<file path="src/rtl/mem_stage_ctrl.sv">
// MEM stage controller: drives the data-memory handshake, stalls the front of the
// pipeline while an access is outstanding, and owns the MEM/WB pipeline register.
module mem_stage_ctrl #(
    parameter int TIMEOUT = 255
) (
    input  logic        clock,
    input  logic        reset,
    input  logic [31:0] iPC,
    input  logic [31:0] iIR,
    input  logic [31:0] ialu_res,
    input  logic [31:0] iRS2,
    input  logic [4:0]  iwrite_addr,
    input  logic        imem_read,
    input  logic        imem_write,
    input  logic        imem_to_reg,
    input  logic        ipc_to_reg,
    input  logic        ireg_write,
    output logic        dmem_req,
    output logic        dmem_we,
    output logic [31:0] dmem_addr,
    output logic [31:0] dmem_wdata,
    input  logic        dmem_ready,
    input  logic [31:0] dmem_rdata,
    output logic        stall,
    output logic [31:0] oPC,
    output logic [31:0] oIR,
    output logic [31:0] oalu_res,
    output logic [31:0] omem_data,
    output logic [4:0]  owrite_addr,
    output logic        omem_to_reg,
    output logic        opc_to_reg,
    output logic        oreg_write,
    output logic        oexc_align,
    output logic        oexc_bus
);

    typedef enum logic {S_IDLE, S_WAIT} state_t;

    typedef struct packed {
        logic        we;
        logic [31:0] addr;
        logic [31:0] wdata;
    } dmem_cmd_t;

    // Counter value seen during the last allowed WAIT cycle (counter starts at 0).
    localparam logic [7:0] TO_LAST = 8'(TIMEOUT - 1);

    state_t    state;
    logic [7:0] wait_cnt;
    dmem_cmd_t held;
    dmem_cmd_t cur;

    logic access, aligned, misalign, abort, ld_done;

    always_comb begin
        access   = imem_read | imem_write;
        aligned  = (ialu_res[1:0] == 2'b00);
        misalign = 1'b0;
        cur      = '0;
        dmem_req = 1'b0;
        if (state == S_WAIT) begin
            cur      = held;
            dmem_req = ~reset;
        end else begin
            cur      = '{we: imem_write, addr: ialu_res, wdata: iRS2};
            dmem_req = access & aligned & ~reset;
            misalign = access & ~aligned & ~reset;
        end
        abort   = (state == S_WAIT) & dmem_req & ~dmem_ready & (wait_cnt == TO_LAST);
        stall   = dmem_req & ~dmem_ready & ~abort;
        ld_done = dmem_req & dmem_ready & ~cur.we;
    end

    assign dmem_we    = cur.we;
    assign dmem_addr  = cur.addr;
    assign dmem_wdata = cur.wdata;

    always_ff @(posedge clock) begin
        if (reset) begin
            state       <= S_IDLE;
            wait_cnt    <= '0;
            held        <= '0;
            oPC         <= '0;
            oIR         <= '0;
            oalu_res    <= '0;
            omem_data   <= '0;
            owrite_addr <= '0;
            omem_to_reg <= 1'b0;
            opc_to_reg  <= 1'b0;
            oreg_write  <= 1'b0;
            oexc_align  <= 1'b0;
            oexc_bus    <= 1'b0;
        end else begin
            case (state)
                S_IDLE: begin
                    if (dmem_req && !dmem_ready) begin
                        state    <= S_WAIT;
                        held     <= cur;
                        wait_cnt <= '0;
                    end
                end
                S_WAIT: begin
                    if (dmem_ready || abort) state <= S_IDLE;
                    else                     wait_cnt <= wait_cnt + 8'd1;
                end
                default: state <= S_IDLE;
            endcase

            oexc_align <= misalign;
            oexc_bus   <= abort;

            if (stall) begin
                // Bubble: kill the writeback, keep the data fields.
                oIR         <= '0;
                oreg_write  <= 1'b0;
                omem_to_reg <= 1'b0;
                opc_to_reg  <= 1'b0;
            end else begin
                oPC         <= iPC;
                oIR         <= iIR;
                oalu_res    <= ialu_res;
                owrite_addr <= iwrite_addr;
                omem_to_reg <= imem_to_reg;
                opc_to_reg  <= ipc_to_reg;
                oreg_write  <= ireg_write & ~misalign & ~abort;
                if (ld_done) omem_data <= dmem_rdata;
            end
        end
    end

endmodule

</file>
<file path="config.mk">
export PLATFORM = sky130hd
export DESIGN_NAME = mem_stage_ctrl
export DESIGN_NICKNAME = d
export VERILOG_FILES = /design/src/rtl/mem_stage_ctrl.sv
export SDC_FILE = /design/constraint.sdc
export NUM_CORES = 1
export LEC_CHECK = 0
export BUFFER_PORTS_ARGS = -buffer_cell sky130_fd_sc_hd__buf_2
export CELL_PAD_IN_SITES_DETAIL_PLACEMENT = 1
export CELL_PAD_IN_SITES_GLOBAL_PLACEMENT = 1
export CORE_MARGIN = 3
export CORE_UTILIZATION = 34
export CTS_CLUSTER_SIZE = 8
export DETAILED_ROUTE_END_ITERATION = 16
export PLACE_DENSITY = 0.89
export SETUP_SLACK_MARGIN = 0.15
export SYNTH_ARGS = -nofsm -noshare
export SYNTH_HDL_FRONTEND = slang
export SYNTH_SLANG_ARGS = --single-unit
</file>
<file path="constraint.sdc">
create_clock -name clock -period 1.7 [get_ports clock]
set_input_delay 0.17 -clock clock [delete_from_list [all_inputs] [get_ports clock]]
set_output_delay 0.17 -clock clock [all_outputs]
set_load 0.01 [all_outputs]
</file>
# Yosys cells after proc, flatten, opt, wreduce, memory -nomap -nowiden

Cells that the tools add are included.

Bitwise operators: 22
$add $sub $neg: 1
Reduce and logical (&&, ||, !) cells: 8
Multiplexer cells: 9
Equal/unequal tests: 3

Operators with widths:

| cell                | number |
|---|---|
| $mux 65             | 1 |
| $mux 8              | 2 |
| $pmux 8 s2          | 1 |
| $and 1x1->1         | 13 |
| $add 8x1->8 const B | 1 |
| $eq 8x8->1 const B  | 1 |
| $not 1->1           | 8 |
| $reduce_and 2->1    | 3 |
| $mux 1              | 4 |
| $ne 2x2->1 const B  | 2 |
| $logic_not 2->1     | 1 |
| $pmux 1 s2          | 1 |
| $reduce_or 2->1     | 1 |
| $logic_and 1x1->1   | 1 |
| $logic_not 1->1     | 1 |
| $logic_or 1x1->1    | 1 |
| $or 1x1->1          | 1 |

Register bits: 212
Word-level logic and storage cells: 58
Input bits: 173
Output and inout bits: 205

# Longest topological paths before layout

Word-level depth: 11
Mapped depth: 9
Depth with buffers taken out: 6

# Worst setup path before layout

Ideal clock, no wire load.

Path kind: reg-to-output
Start: register state
End: output port dmem_addr[10]
Path slack: 118 ps
Cell stages (with the launch flop): 6
Path buffers: 4
Data required time: 1,530 ps
Arrival time: 1,412 ps
Cells stage by stage: dfxtp_1 > buf_2 > buf_4 > buf_2 > buf_2 > mux2_2

Longest elaborated chain between the ends: 1

RTL lines:

| item                   | RTL line | text |
|---|---|---|
| from (decl)            | 48       | `state_t state;` |
| from (signal assigned) | 80       | `state <= S_IDLE;` |
| from (signal assigned) | 97       | `state <= S_WAIT;` |
| from (signal assigned) | 103      | `if (dmem_ready \|\| abort) state <= S_IDLE;` |
| $mux 65                | 61       | `if (state == S_WAIT) begin` |
| to (decl)              | 20       | `output logic [31:0] dmem_addr,` |

Every way passes these cells.

# Final worst setup path

Start: register state
End: output port dmem_wdata[9]

Longest elaborated chain between the ends: 1

RTL lines:

| item      | RTL line | text |
|---|---|---|
| $mux 65   | 61       |  |
| to (decl) | 21       | `output logic [31:0] dmem_wdata,` |

Every way passes these cells.

==> metrics.cfg <==
[run_status]
status = complete, but fails checks
violations = negative setup slack

[place]
io_buffer_count = 377
dp_hpwl_um = 22500
postPlaceCellArea_mm2 = 0.0110
gp_congestion = 0.808
dp_cells = 1608

[timing]
fin_crit_sh = 1.19
fmax_mhz = 495
relSlewSlack = 0.576
hold_viol_final = 0
setup_ws_ns = -0.319
rsz0062_at_grt = true
worst_pin_slew_ns = 0.636
maxSlewViolCount = 0
min_period_ns = 2.02
fin_skew_ns = 0.0283
setup_viol = 239
fin_setup_tns_ns = -35.29

[power_and_ir_drop]
p_leak_nw = 7.41
p_total_mw = 13.6
ir_drop_mv = 0.712
power.density_mw_per_mm2 = 841

[critical_path]
worstPathArrival_ns = 1.85
r2r_slack_ns = -0.27
critical_path_peak_fanout = 7
end_kind = primary output
cp_data_required_time_ns = 1.53
critPathKind = reg2out
startpoint_type = register

[global_routing]
gr-total-overflow = 0
grt_pass1_vias = 11487
antenna_found_initial = 12
grt_pass1_wl_um = 68900
grt_usage = 0.312
grt_start_max_net_pins = 93

[floorplan]
rows = 57
initial_core_util = 0.352
die_h_um = 166
ios = 378
fp.dieW_um = 166
core_area_mm2 = 0.0247
die_area_mm2 = 0.0276

[finish]
syn_to_final_growth_pct = 85.4
drive_above_1_share = 0.468
layout.cells.non_filler = 1891
largest-register = held
stdcell_area_mm2 = 0.0161
final_util = 0.652
largest_reg_flops = 65
nNetsFinal = 1731

[routing]
viasPerCell = 5.82
final_antenna_net_count = 0
drt_pre_antenna_iters = 5
routedWlPerCell_um = 27.4
wirelength_um = 51800
drcViolationCount = 0
initialDrtViolationCount = 1144
num_vias = 11003

[clocking]
clock-root-buffer = clkbuf_16
path_clk_slew_ns = 0.05
h-tree-depth = 1
clk_latency_ns = 0.56
cts_tree = built
clock_sinks = 212
cts_buffers = 30
clockBufferDepth = 3

[logic_synthesis]
synth_warnings = 0
async_reset_ff_frac = 0
synth_nets = 1148
syn_avg_cell_area_um2 = 8.95
synthCells = 973
synth_cell_types = 44
synth_edf_count = 0
synth_top_area_frac = 0.487
ys.flop_type = dfxtp_1
synthesis.area_mm2 = 0.00871
yosys.area.top_type = dfxtp_1
ys_seq_area_frac = 0.487
synth_area_leaders = dfxtp_1, nand2_1, o211ai_1
ys_ff_latch = 212

[worst_hold_path]
hp-class = in2reg

[job]
cap_violations = 0

[through the flow]
step	setup slack, ns	hold slack (ns)
after global routing	-0.364	0.0503
final	-0.319	0.0286
after CTS	-0.252	0.00662
after global placement	0.103	0.368
after detailed placement	0.0373	0.374
after floorplan	0.118	0.255
[critical path: stages (launching register included)]
cell and delay [ns]:
dfxtp_4 0.41, buf_8 0.16, buf_6 0.11, clkbuf_16 0.16, mux2_4 0.32, buf_6 0.12
[power breakdown]
group	internal, mW	total [mW]	switching [mW]
combinational	1.44	2.80	1.36
clock	3.17	5.46	2.29
sequential	5.18	5.32	0.137
total	9.80	13.6	3.79
[cells in the final DEF, fill, tap and decap left out, types with 3 or more instances in the layout]
cell	n
buf_2	312
nand2_1	207
dfxtp_1	206
dlygate4sd3_1	134
nand4_1	104
o211ai_1	103
buf_6	98
mux2_4	64
a21oi_1	51
clkbuf_16	38
buf_12	35
buf_4	34
and2_4	32
buf_16	23
nand2_4	17
a21oi_2	14
diode_2	10
nand2_2	9
and2_1	6
dfxtp_2	4
a21oi_4	3
buf_8	3
[cell families after synthesis]
group	share of synthesized area
AND/OR/NAND/NOR	0.219
adder cells (fa/ha/maj)	0.00287
multiplexers	0.0862
AO/OA/AOI/OAI	0.148
buffers and inverters	0.0563
flip-flops	0.487
[cells in the mapped netlist, types with 2 or more instances]
library cell    n
buf_6           4
o21ai_0         2
buf_2          41
nand2b_1        2
clkbuf_1       52
o21bai_1        2
inv_1           5
mux2_2         64
nand3_1         4
and2_1         38
a21oi_1        67
o31ai_1         2
ha_1            2
nor2_1          3
o211ai_1      103
buf_4           3
nand2_1       234
nor3_1          2
nand4_1       104
o21ai_1         2
dfxtp_1       212
mux2i_1         3
[final timing paths]
| path | start | to | cells past startpoint |
|---|---|---|---|
| max reg2reg | wait_cnt[1]$_SDFFE_PP0P_ | oIR[26]$_SDFF_PP0_ | 10 |
| min reg2reg | held[5]$_SDFFE_PP0P_ | held[5]$_SDFFE_PP0P_ | 2 |
| min | iRS2[7] | held[7]$_SDFFE_PP0P_ | 4 |
| max | state$_SDFF_PP0_ | dmem_wdata[9] | 5 |
[final cells by class]
cell class / count / area [µm²]
clock buffers: 32 / 778
well taps: 324 / 405
clock inverters: 1 / 16.3
inverters: 6 / 30.0
fillers: 2645 / 8600
diodes: 10 / 25.0
repair buffers: 649 / 5910
flip-flops and latches: 212 / 4260
multi-input cells: 657 / 4730
[timing repair]
item                                    CTS  global route
cloned                                   25            14
endpoints found under the setup margin  211           275
hold buffers                            134             0
setup buffers                            33            34
endpoints found under the hold margin   164             0
resized for setup                       170           206
pin swaps                               127           119
[metal layers]
| metal | vias to the layer above | routed length, µm | track usage |
|---|---|---|---|
| met5 | - | 29 | 0 |
| met4 | 4 | 3340 | 0.162 |
| met3 | 236 | 3950 | 0.0662 |
| met2 | 744 | 26000 | 0.562 |
| met1 | 5363 | 18400 | 0.345 |
| li1 | 4656 | - | - |
Power figures use the tool's default switching activity.
